$ cat src/rtl/neo_pkg.sv
// Shared types and default timing for the NeoPixel driver.
package neo_pkg;

  // Byte slot within a pixel; NONE marks a write that must be dropped.
  typedef enum logic [1:0] {
    GREEN = 2'd0,
    RED   = 2'd1,
    BLUE  = 2'd2,
    NONE  = 2'd3
  } color_e;

  // Driver FSM: line high, line low, inter-frame latch gap.
  typedef enum logic [1:0] {
    StIdle,
    StHigh,
    StLow,
    StLatch
  } state_e;

  // Defaults for a 50 MHz clock.
  localparam int unsigned T0H        = 18;
  localparam int unsigned T1H        = 35;
  localparam int unsigned BIT_PERIOD = 63;
  localparam int unsigned RESET_GAP  = 2500;

endpackage

$ cat src/rtl/neo_pixel_driver_if.sv
// Load/send handshake between the pattern producer and the NeoPixel driver.
interface neo_pixel_driver_if;

  logic       load_color;
  logic [2:0] pixel_index;
  logic [1:0] color_index;
  logic [7:0] color_level;
  logic       send_it;
  logic       ready_to_load;
  logic       ready_to_send;

  modport master (
    output load_color, pixel_index, color_index, color_level, send_it,
    input  ready_to_load, ready_to_send
  );

  modport slave (
    input  load_color, pixel_index, color_index, color_level, send_it,
    output ready_to_load, ready_to_send
  );

endinterface

$ cat src/rtl/neo_bit_timer.sv
// Single-bit waveform generator: a start strobe launches one bit period with the
// line high for T1H or T0H cycles; bit_done flags the final cycle of the period.
// start may be raised on the bit_done cycle to chain bits without a gap.
module neo_bit_timer #(
  parameter int unsigned T0H        = neo_pkg::T0H,
  parameter int unsigned T1H        = neo_pkg::T1H,
  parameter int unsigned BIT_PERIOD = neo_pkg::BIT_PERIOD
) (
  input  logic clock,
  input  logic reset,
  input  logic start,
  input  logic bit_val,
  output logic level,
  output logic fall,
  output logic bit_done
);

  localparam int unsigned CntW = $clog2(BIT_PERIOD + 1);
  localparam logic [CntW-1:0] LastCnt = CntW'(BIT_PERIOD - 1);
  localparam logic [CntW-1:0] HighOne = CntW'(T1H);
  localparam logic [CntW-1:0] HighZero = CntW'(T0H);

  logic [CntW-1:0] cnt_q;
  logic [CntW-1:0] cnt_inc;
  logic [CntW-1:0] high_len;
  logic            one_q;
  logic            active_q;
  logic            level_q;

  // Period bookkeeping and the strobes the driver FSM reacts to.
  always_comb begin
    cnt_inc  = cnt_q + 1'b1;
    high_len = one_q ? HighOne : HighZero;
    bit_done = active_q && (cnt_q == LastCnt);
    fall     = active_q && level_q && (cnt_inc >= high_len);
    level    = level_q;
  end

  // Per-bit counter and registered line level.
  always_ff @(posedge clock) begin
    if (reset) begin
      cnt_q    <= '0;
      one_q    <= 1'b0;
      active_q <= 1'b0;
      level_q  <= 1'b0;
    end else if (start) begin
      cnt_q    <= '0;
      one_q    <= bit_val;
      active_q <= 1'b1;
      level_q  <= 1'b1;
    end else if (bit_done) begin
      cnt_q    <= '0;
      active_q <= 1'b0;
      level_q  <= 1'b0;
    end else if (active_q) begin
      cnt_q   <= cnt_inc;
      level_q <= (cnt_inc < high_len);
    end
  end

endmodule

$ cat src/rtl/neo_pixel_driver.sv
// WS2812-style strip driver: holds GRB bytes per pixel and serialises the whole
// frame (pixel 0 first, G/R/B, MSB first) followed by a low latch gap.
// Optional macro NEO_PIXEL_SHADOW_BUFFER_EN adds a shadow memory that accepts
// loads in any state and is copied into the active memory when a send starts.
module neo_pixel_driver #(
  parameter int unsigned NUM_PIXELS = 5,
  parameter int unsigned T0H        = neo_pkg::T0H,
  parameter int unsigned T1H        = neo_pkg::T1H,
  parameter int unsigned BIT_PERIOD = neo_pkg::BIT_PERIOD,
  parameter int unsigned RESET_GAP  = neo_pkg::RESET_GAP
) (
  input  logic              clock,
  input  logic              reset,
  neo_pixel_driver_if.slave bus,
  output logic              neo_data
);

  import neo_pkg::*;

  localparam int unsigned GapW = $clog2(RESET_GAP);
  localparam logic [GapW-1:0] LastGap = GapW'(RESET_GAP - 1);
  localparam logic [2:0] LastPix = 3'(NUM_PIXELS - 1);

  typedef logic [NUM_PIXELS-1:0][2:0][7:0] mem_t;

  state_e    state_q, state_d;
  mem_t      mem_q, mem_d;
  logic [2:0] pix_q, pix_d;
  logic [1:0] byte_q, byte_d;
  logic [2:0] bit_q, bit_d;
  logic [GapW-1:0] gap_q, gap_d;

  logic wr_ok;
  logic start;
  logic bit_val;
  logic fall;
  logic bit_done;
  logic last_bit;

`ifdef NEO_PIXEL_SHADOW_BUFFER_EN
  mem_t shadow_q, shadow_d;
`endif

  neo_bit_timer #(
    .T0H        (T0H),
    .T1H        (T1H),
    .BIT_PERIOD (BIT_PERIOD)
  ) u_bit_timer (
    .clock    (clock),
    .reset    (reset),
    .start    (start),
    .bit_val  (bit_val),
    .level    (neo_data),
    .fall     (fall),
    .bit_done (bit_done)
  );

  // Memory next-state, FSM transitions and serial counter advance.
  always_comb begin
    state_d = state_q;
    mem_d   = mem_q;
    pix_d   = pix_q;
    byte_d  = byte_q;
    bit_d   = bit_q;
    gap_d   = gap_q;
    start   = 1'b0;

    wr_ok = bus.load_color && (color_e'(bus.color_index) != NONE) &&
            (32'(bus.pixel_index) < NUM_PIXELS);
    last_bit = (pix_q == LastPix) && (byte_q == 2'd2) && (bit_q == 3'd7);

`ifdef NEO_PIXEL_SHADOW_BUFFER_EN
    shadow_d = shadow_q;
    if (wr_ok) shadow_d[bus.pixel_index][bus.color_index] = bus.color_level;
    // Same-edge loads are part of the copy, so the frame sees them.
    if (state_q == StIdle && bus.send_it) mem_d = shadow_d;
`else
    if (state_q == StIdle && wr_ok) mem_d[bus.pixel_index][bus.color_index] = bus.color_level;
`endif

    unique case (state_q)
      StIdle: begin
        if (bus.send_it) begin
          pix_d   = '0;
          byte_d  = '0;
          bit_d   = '0;
          start   = 1'b1;
          state_d = StHigh;
        end
      end
      StHigh: begin
        if (fall) state_d = StLow;
      end
      StLow: begin
        if (bit_done) begin
          if (last_bit) begin
            gap_d   = '0;
            state_d = StLatch;
          end else begin
            bit_d = bit_q + 3'd1;
            if (bit_q == 3'd7) begin
              if (byte_q == 2'd2) begin
                byte_d = '0;
                pix_d  = pix_q + 3'd1;
              end else begin
                byte_d = byte_q + 2'd1;
              end
            end
            start   = 1'b1;
            state_d = StHigh;
          end
        end
      end
      StLatch: begin
        if (gap_q == LastGap) state_d = StIdle;
        else gap_d = gap_q + 1'b1;
      end
    endcase

    // Looked up from next-state memory so a same-edge load reaches the first bit.
    bit_val = mem_d[pix_d][byte_d][~bit_d];
  end

  // Moore readiness decoded from the state register.
  always_comb begin
    bus.ready_to_send = (state_q == StIdle);
`ifdef NEO_PIXEL_SHADOW_BUFFER_EN
    bus.ready_to_load = ~reset;
`else
    bus.ready_to_load = (state_q == StIdle);
`endif
  end

  // State, counters and pixel memory; reset opens with a full latch gap.
  always_ff @(posedge clock) begin
    if (reset) begin
      state_q <= StLatch;
      mem_q   <= '0;
      pix_q   <= '0;
      byte_q  <= '0;
      bit_q   <= '0;
      gap_q   <= '0;
    end else begin
      state_q <= state_d;
      mem_q   <= mem_d;
      pix_q   <= pix_d;
      byte_q  <= byte_d;
      bit_q   <= bit_d;
      gap_q   <= gap_d;
    end
  end

`ifdef NEO_PIXEL_SHADOW_BUFFER_EN
  // Shadow copy of the pixel memory, written in every state.
  always_ff @(posedge clock) begin
    if (reset) shadow_q <= '0;
    else shadow_q <= shadow_d;
  end
`endif

endmodule

$ cat src/flat_wrapper.sv
// flat-port wrapper written by rule: the top's interface ports become plain ports
module neo_pixel_driver_flat import neo_pkg::*;
#(
  parameter int unsigned NUM_PIXELS = 5,
  parameter int unsigned T0H        = neo_pkg::T0H,
  parameter int unsigned T1H        = neo_pkg::T1H,
  parameter int unsigned BIT_PERIOD = neo_pkg::BIT_PERIOD,
  parameter int unsigned RESET_GAP  = neo_pkg::RESET_GAP
)
  (clock, reset, neo_data, bus_load_color, bus_pixel_index, bus_color_index, bus_color_level, bus_send_it, bus_ready_to_load, bus_ready_to_send);
  neo_pixel_driver_if bus_i ();
  input  logic clock;
  input  logic reset;
  output logic neo_data;
  input wire logic [$bits(bus_i.load_color)-1:0] bus_load_color;
  input wire logic [$bits(bus_i.pixel_index)-1:0] bus_pixel_index;
  input wire logic [$bits(bus_i.color_index)-1:0] bus_color_index;
  input wire logic [$bits(bus_i.color_level)-1:0] bus_color_level;
  input wire logic [$bits(bus_i.send_it)-1:0] bus_send_it;
  output wire logic [$bits(bus_i.ready_to_load)-1:0] bus_ready_to_load;
  output wire logic [$bits(bus_i.ready_to_send)-1:0] bus_ready_to_send;
  assign bus_i.load_color = bus_load_color;
  assign bus_i.pixel_index = bus_pixel_index;
  assign bus_i.color_index = bus_color_index;
  assign bus_i.color_level = bus_color_level;
  assign bus_i.send_it = bus_send_it;
  assign bus_ready_to_load = bus_i.ready_to_load;
  assign bus_ready_to_send = bus_i.ready_to_send;
  neo_pixel_driver #(.NUM_PIXELS(NUM_PIXELS), .T0H(T0H), .T1H(T1H), .BIT_PERIOD(BIT_PERIOD), .RESET_GAP(RESET_GAP)) u_core (.clock(clock), .reset(reset), .bus(bus_i), .neo_data(neo_data));
endmodule
$ cat config.mk
export PLATFORM = sky130hd
export DESIGN_NAME = neo_pixel_driver_flat
export DESIGN_NICKNAME = d
export VERILOG_FILES = /design/src/rtl/neo_pkg.sv /design/src/rtl/neo_pixel_driver_if.sv /design/src/rtl/neo_bit_timer.sv /design/src/rtl/neo_pixel_driver.sv /design/src/flat_wrapper.sv
export SDC_FILE = /design/constraint.sdc
export NUM_CORES = 1
export LEC_CHECK = 0
export CORE_MARGIN = 8
export CORE_UTILIZATION = 35
export CTS_BUF_LIST = sky130_fd_sc_hd__clkbuf_16
export DETAILED_ROUTE_END_ITERATION = 8
export DONT_BUFFER_PORTS = 1
export SETUP_SLACK_MARGIN = 0.05
export SLEW_MARGIN = 15
export SYNTH_ARGS = -nofsm -noshare
export SYNTH_HDL_FRONTEND = slang
export SYNTH_HIERARCHICAL = 1
export SYNTH_SLANG_ARGS = --single-unit
$ cat constraint.sdc
create_clock -name clock -period 6.2 [get_ports clock]
set_clock_uncertainty 0.05 [all_clocks]
set_input_delay 1.24 -clock clock [delete_from_list [all_inputs] [get_ports clock]]
set_output_delay 1.24 -clock clock [all_outputs]
set_load 0.05 [all_outputs]
======== After elaboration in Yosys (flattened, before gate mapping) ========
Index checks and enable logic that the tools add are counted.
word-level totals
  register bits after elaboration ......... 151
  input port bits ......................... 17
  logic and storage cells ................. 120
  output and inout bits ................... 3
cells by class
  bitwise gates (word level) .............. 1
  reduce and logical (&&, ||, !) cells .... 17
  equal/unequal tests ..................... 15
  muxes and demuxes ....................... 48
  $lt $le $gt $ge ......................... 10
  add/sub/neg operators ................... 5
operators with widths
  operator                 number
  $bwmux W120              1
  $mux W120                1
  $bmux W24 S3             1
  $demux W24 S3            1
  $mux W24                 2
  $mux W12                 3
  $mux W3                  8
  $pmux W12 S2             1
  $mux W2                  10
  $bmux W8 S2              1
  $demux W8 S2             1
  $mux W8                  2
  $add A12 B1 Y12 const B  1
  $eq A12 B12 Y1 const B   1
  $lt A3 B4 Y1 const B     3
  $pmux W3 S2              2
  $logic_and A1 B1 Y1      10
  $mux W1                  9
  $ne A2 B1 Y1 const B     4
  $pmux W2 S4              1
  $reduce_and A4 Y1        2
  $add A3 B1 Y3 const B    2
  $add A6 B1 Y6 const B    1
  $eq A2 B2 Y1 const B     3
  other kinds (20)         25

======== Depth between registers and ports, before layout ========
  word-level depth ........................ 14
  depth in mapped cells ................... 22
  gate-level depth less buffers ........... 16

======== Hierarchy ========
The synthesis kept the hierarchy.
by module, submodules not included
  module            seq. area each (um^2)  cells each  instances  area an instance (um^2)
  neo_pixel_driver  2,842.7                1,061       1          7,693.6
  neo_bit_timer     180.2                  70          1          569.3

======== Worst setup path before layout ========
No wires, ideal clock.
  path kind ............................... input-to-reg
  start point ............................. input bus_color_index[1]
  end point ............................... register u_core.u_bit_timer.one_q
  cell stages on the path ................. 11
  library setup time ...................... 0.114 ns
  path buffers ............................ 2
  required time ........................... 6.036 ns
  arrival time ............................ 3.661 ns
  slack ................................... 2.375 ns
  path through ............................ or4b_1 buf_2 nor4_2 clkbuf_1 a21boi_0 a2111oi_0 a21boi_0 a211oi_2 nand4_1 mux2i_1 nor2_1
on the way
  cells in the longest elaborated chain, start to end .. 14
  elaborated cells on any way between the ends .. 19
  those cells by class .................... order compare: 2; eq/ne: 1; mux: 12; reduce/logical: 4
ends and longest elaborated chain
  item                                                                RTL line                 source
  from (decl)                                                         flat_wrapper.sv:17       input wire logic [$bits(bus_i.color_index)-1:0] bus_color_index;
  $lt A2 B3 Y1 (not written as such) or $ge A2 B1 Y1 (tied branches)  neo_pixel_driver.sv:78   if (state_q == StIdle && wr_ok) mem_d[bus.pixel_index][bus.color_index] = bus.color_level;
  $logic_and A1 B1 Y1 (not written as such)                           neo_pixel_driver.sv:78
  $mux W8 (not written as such)                                       neo_pixel_driver.sv:78
  $demux W8 S2                                                        n/a
  $mux W24 (not written as such)                                      neo_pixel_driver.sv:78
  $demux W24 S3                                                       n/a
  $bwmux W120                                                         neo_pixel_driver.sv:78
  $mux W120 (*)                                                       neo_pixel_driver.sv:78
  $bmux W24 S3 (*)                                                    neo_pixel_driver.sv:121  bit_val = mem_d[pix_d][byte_d][~bit_d];
  $mux W24 (not written as such) (*)                                  neo_pixel_driver.sv:121
  $bmux W8 S2 (*)                                                     neo_pixel_driver.sv:121
  $mux W8 (not written as such) (*)                                   neo_pixel_driver.sv:121
  $bmux W1 S3 (*)                                                     neo_pixel_driver.sv:121
  $mux W1 (not written as such) (*)                                   neo_pixel_driver.sv:121
  via u_core.bit_val                                                  neo_pixel_driver.sv:35   logic bit_val;
  to (signal assigned)                                                neo_bit_timer.sv:48      one_q <= bit_val;
  to (decl)                                                           neo_bit_timer.sv:26      logic one_q;
The timed path passes the listed nets; every way through them passes the cells marked *. The select of a mux whose other input is x is not followed.
A chain may end at the register's enable or synchronous reset.

======== Worst setup path in the final report ========
  start point ............................. register u_core.u_bit_timer.cnt_q[0]
  end point ............................... register u_core.u_bit_timer.one_q
on the way
  cells in the longest elaborated chain, start to end .. 10
  elaborated cells on any way between the ends .. 17
  those cells by class .................... eq/ne: 1; mux: 14; bitwise: 1; reduce/logical: 1
ends and longest elaborated chain
  item                               RTL line                 source
  from (decl)                        neo_bit_timer.sv:23      logic [CntW-1:0] cnt_q;
  from (signal assigned)             neo_bit_timer.sv:56      cnt_q <= cnt_inc;
  $eq A6 B6 Y1 (*)                   neo_bit_timer.sv:34      bit_done = active_q && (cnt_q == LastCnt);
  $logic_and A1 B1 Y1 (*)            neo_bit_timer.sv:34
  via u_core.bit_done                neo_pixel_driver.sv:37   logic bit_done;
  $mux W3                            neo_pixel_driver.sv:95   if (bit_done) begin
  $pmux W3 S2                        neo_pixel_driver.sv:81   unique case (state_q)
  $bmux W24 S3                       neo_pixel_driver.sv:121
  $mux W24 (not written as such)     neo_pixel_driver.sv:121
  $bmux W8 S2                        neo_pixel_driver.sv:121
  $mux W8 (not written as such)      neo_pixel_driver.sv:121
  $bmux W1 S3 (*)                    neo_pixel_driver.sv:121
  $mux W1 (not written as such) (*)  neo_pixel_driver.sv:121
  via u_core.bit_val                 neo_pixel_driver.sv:35
Marked as above.

==> impl_metrics.py <==
metrics = {
    "logic_synthesis": {
        "ys_types": 81,
        "synth_flop_cell": "dfxtp_1",
        "yosys.area.top_type": "dfxtp_1",
        "yosysTopAreaCellShare_pct": 36.6,
        "ys_seq_elements": 151,
        "syn_inst": 1131,
        "synth_area_um2": 8260,
        "yosys_warnings": 6,
        "synth_nets": 1158,
        "synth-async-reset-ratio_pct": 0,
        "synth_edf_count": 0,
        "syn-mean-instance-area_um2": 7.31,
        "yosys-top-cells-area": "dfxtp_1 (37%), nand2_1 (12%), a21oi_1 (9.5%)",
        "seq_area_frac_synth_pct": 36.6,
    },
    "clocking": {
        "cts_resized": 0,
        "cts_setup_buffers": 0,
        "numCtsBuffers": 17,
        "cts.sinks": 151,
        "clk_pin_slew_ps": 60,
        "cts-root-to-sink-buffers": 2,
        "clk_latency_ps": 430,
        "ctsHoldBuffers": 0,
        "cts_root_buf": "clkbuf_16",
        "htree_num_levels": 4,
        "cts_tree": "built",
    },
    "floorplanning": {
        "die_h_um": 170,
        "die_area_um2": 28800,
        "die_x_um": 170,
        "pin_count": 20,
        "rows": 56,
        "initial_core_util_pct": 35.4,
        "core_um2": 23300,
    },
    "critical_path": {
        "worst-path-buf-inv": 2,
        "worstPathRequired_ps": 6470,
        "rrSetupSlack_ps": 1510,
        "timing_worst_setup_path_type": "flip-flop to flip-flop",
        "crit_path_end": "u_core/u_bit_timer/one_q",
        "start_kind": "flip-flop",
        "worstPathMaxFanout": 18,
        "cpPeakStageDelay_ps": 710,
        "slowest_stage": "or3_1",
        "cpLargestDelayFamily": "simple AND/OR/NAND/NOR gates",
        "reg2reg_depth": 17,
        "cp.depth": 17,
        "cp_cell_sequence": "inv_1 > ha_1 > nand3_1 > nor2_1 > and4b_1 > a21oi_1 > or3_1 > buf_4 > mux2i_2 > o221ai_1 > o21ai_0 > nand2_1 > o2111ai_1 > o41a_1 > nand4_1 > mux2i_1 > nor2_1",
        "crit-reg2reg-launch": "u_core/u_bit_timer/cnt_q[0]",
        "critPathArrivalTime_ps": 4960,
        "cpMostUsedCell": "nor2_1",
        "rr_endpoint": "u_core/u_bit_timer/one_q",
        "cp-startpoint": "u_core/u_bit_timer/cnt_q[0]",
        "cp-end-kind": "flip-flop",
    },
    "layout": {
        "area_growth_pct": 8.66,
        "diodes": 0,
        "layout_commonest_cell": "nand2_1",
        "drive_gt1_share_pct": 5.80,
        "final_cell_mix": "nand2_1 (274), a21oi_1 (157), dfxtp_1 (151), nor2_1 (83), nor3_1 (39)",
        "fin_cells": 1406,
        "fin_nets": 1103,
    },
    "place": {
        "numPortBuffers": 0,
        "dp.cells": 1376,
        "place_hpwl_mm": 17.2,
        "routabilityCongestion": 0.914,
    },
    "global_routing": {
        "track_usage_pct": 18.3,
        "grt_pass1_wl_mm": 42.3,
        "gr-total-overflow": 0,
        "grt_max_degree": 139,
        "antenna_found_initial": 0,
        "grt_pass1_vias": 7707,
    },
    "sta": {
        "final_max_slew_viol_count": 0,
        "hold_viol": 0,
        "final.period_utilization_pct": 75.6,
        "tightest_slew_ps": 1090,
        "finalSetupViolCount": 0,
        "slew_headroom_pct": 27.3,
        "max_freq_mhz": 213,
        "fin_setup_tns_ps": 0,
        "finalCriticalPeriod_ps": 4690,
        "rsz0062_at_grt": "false",
    },
    "routing": {
        "drt_iter0_markers": 975,
        "drt-total-wl_mm": 26.2,
        "dr_total_vias": 8160,
        "drc": 0,
        "wl_per_cell_um": 18.6,
        "antenna_left": 0,
        "first_pass_iters": 5,
        "via_per_inst": 5.80,
    },
    "power_and_ir_drop": {
        "p_total_w": 0.00212,
        "ir_drop_mv": 0.102,
        "leakagePower_nw": 2.92,
        "p_per_area_nw_per_um2": 237,
    },
    "worst_hold_path": {
        "hold_path.class": "flip-flop to flip-flop",
        "holdPathStages": 2,
    },
    "flow_run": {
        "maxCapViolCount": 0,
    },
    "status": {
        "status": "finished, final reports clean",
    },
}
## worst reg2reg max path: cells and delay by family, from the launching register on
kind / cells / cell delay [ps]
compound gates: 5 / 1360
mux: 2 / 560
simple gates: 7 / 1440
buf+inv: 2 / 460
fa+ha+maj: 1 / 210
flops: 1 / 490
## metal layers
layer	track usage, %	routed length [um]	vias up	share of wire, %
li1	-	-	3912	-
met1	25.0	11700	3825	45
met2	27.9	11500	364	44
met3	3.95	2360	59	9.0
met4	6.66	662	0	2.5
met5	0	0	-	0
## synth_stat cells (all sizes together), types with 3 or more instances
cell and count:
inv 13, and2 8, a21boi 9, nor2 84, o221ai 11, or3 19, a41oi 3, nand3 23
clkbuf 63, ha 10, xnor2 4, nor4bb 4, a2111oi 3, o21ai 40, o21a 3, mux2i 12
nor4b 3, o211ai 5, o311ai 13, nor3 43, nor4 12, nand2 274, a21o 6, a31oi 8
nand4 7, a21oi 157, buf 25, nor2b 4, nand2b 5, o22ai 21, or4 7, a211oi 6
o2111ai 6, dfxtp 151, o31ai 11, and3 5, o311a 3, xor2 11
## per-stage QoR
step	util, %	area, um2	setup slack, ps	hold WS [ps]
6_report	38.5	8980	1510	404
5_1_grt	38.5	8980	1140	420
4_1_cts	38.5	8980	1560	397
3_5_place_dp	36.1	8410	1570	389
3_3_place_gp	36.1	8410	1690	384
2_1_floorplan	-	8260	2370	377
## flip-flops by register name, summed over array words and instances (netlist names)
register                     count
u_core/bit_q                     3
u_core/u_bit_timer/one_q         1
u_core/u_bit_timer/active_q      1
u_core/gap_q                    12
u_core/state_q                   2
u_core/byte_q                    2
u_core/pix_q                     3
u_core/u_bit_timer/cnt_q         6
u_core/u_bit_timer/level         1
u_core/mem_q                   120
## how the worst min path moves through the flow
stage | startpoint | to | slack, ps
2_1_floorplan | u_core/mem_q[13] | u_core/mem_q[13] | 380
3_3_place_gp | u_core/mem_q[79] | u_core/mem_q[79] | 380
3_5_place_dp | u_core/mem_q[29] | u_core/mem_q[29] | 390
4_1_cts | u_core/mem_q[29] | u_core/mem_q[29] | 400
5_1_grt | u_core/mem_q[106] | u_core/mem_q[106] | 420
6_report | u_core/mem_q[44] | u_core/mem_q[44] | 400
## report_power, final
group	leakage [nW]	internal (W)	total (W)	switching, W
logic	1.43	0.0000506	0.000128	0.0000777
clock network	0.277	0.000618	0.00102	0.000402
registers	1.22	0.000973	0.000975	0.00000238
total	2.92	0.00164	0.00212	0.000482
## final cells by class
cell class	count	area, um2
fill	2413	14400
multi-input combinational	879	4840
sequential	151	3020
clock buffer	17	425
tap	319	399
clock inverter	13	141
timing repair buffer	14	105
inverter	13	48.8
## cell families after synthesis
logic type / share of synthesized area [%]
AND/OR/NAND/NOR: 28.0
AO/OA/AOI/OAI: 25.0
flip-flops: 36.6
buffers and inverters: 5.28
XOR/XNOR: 1.59
multiplexers: 2.09
adder cells (fa/ha/maj): 1.51
No activity file was read; power rests on OpenSTA's default activity.
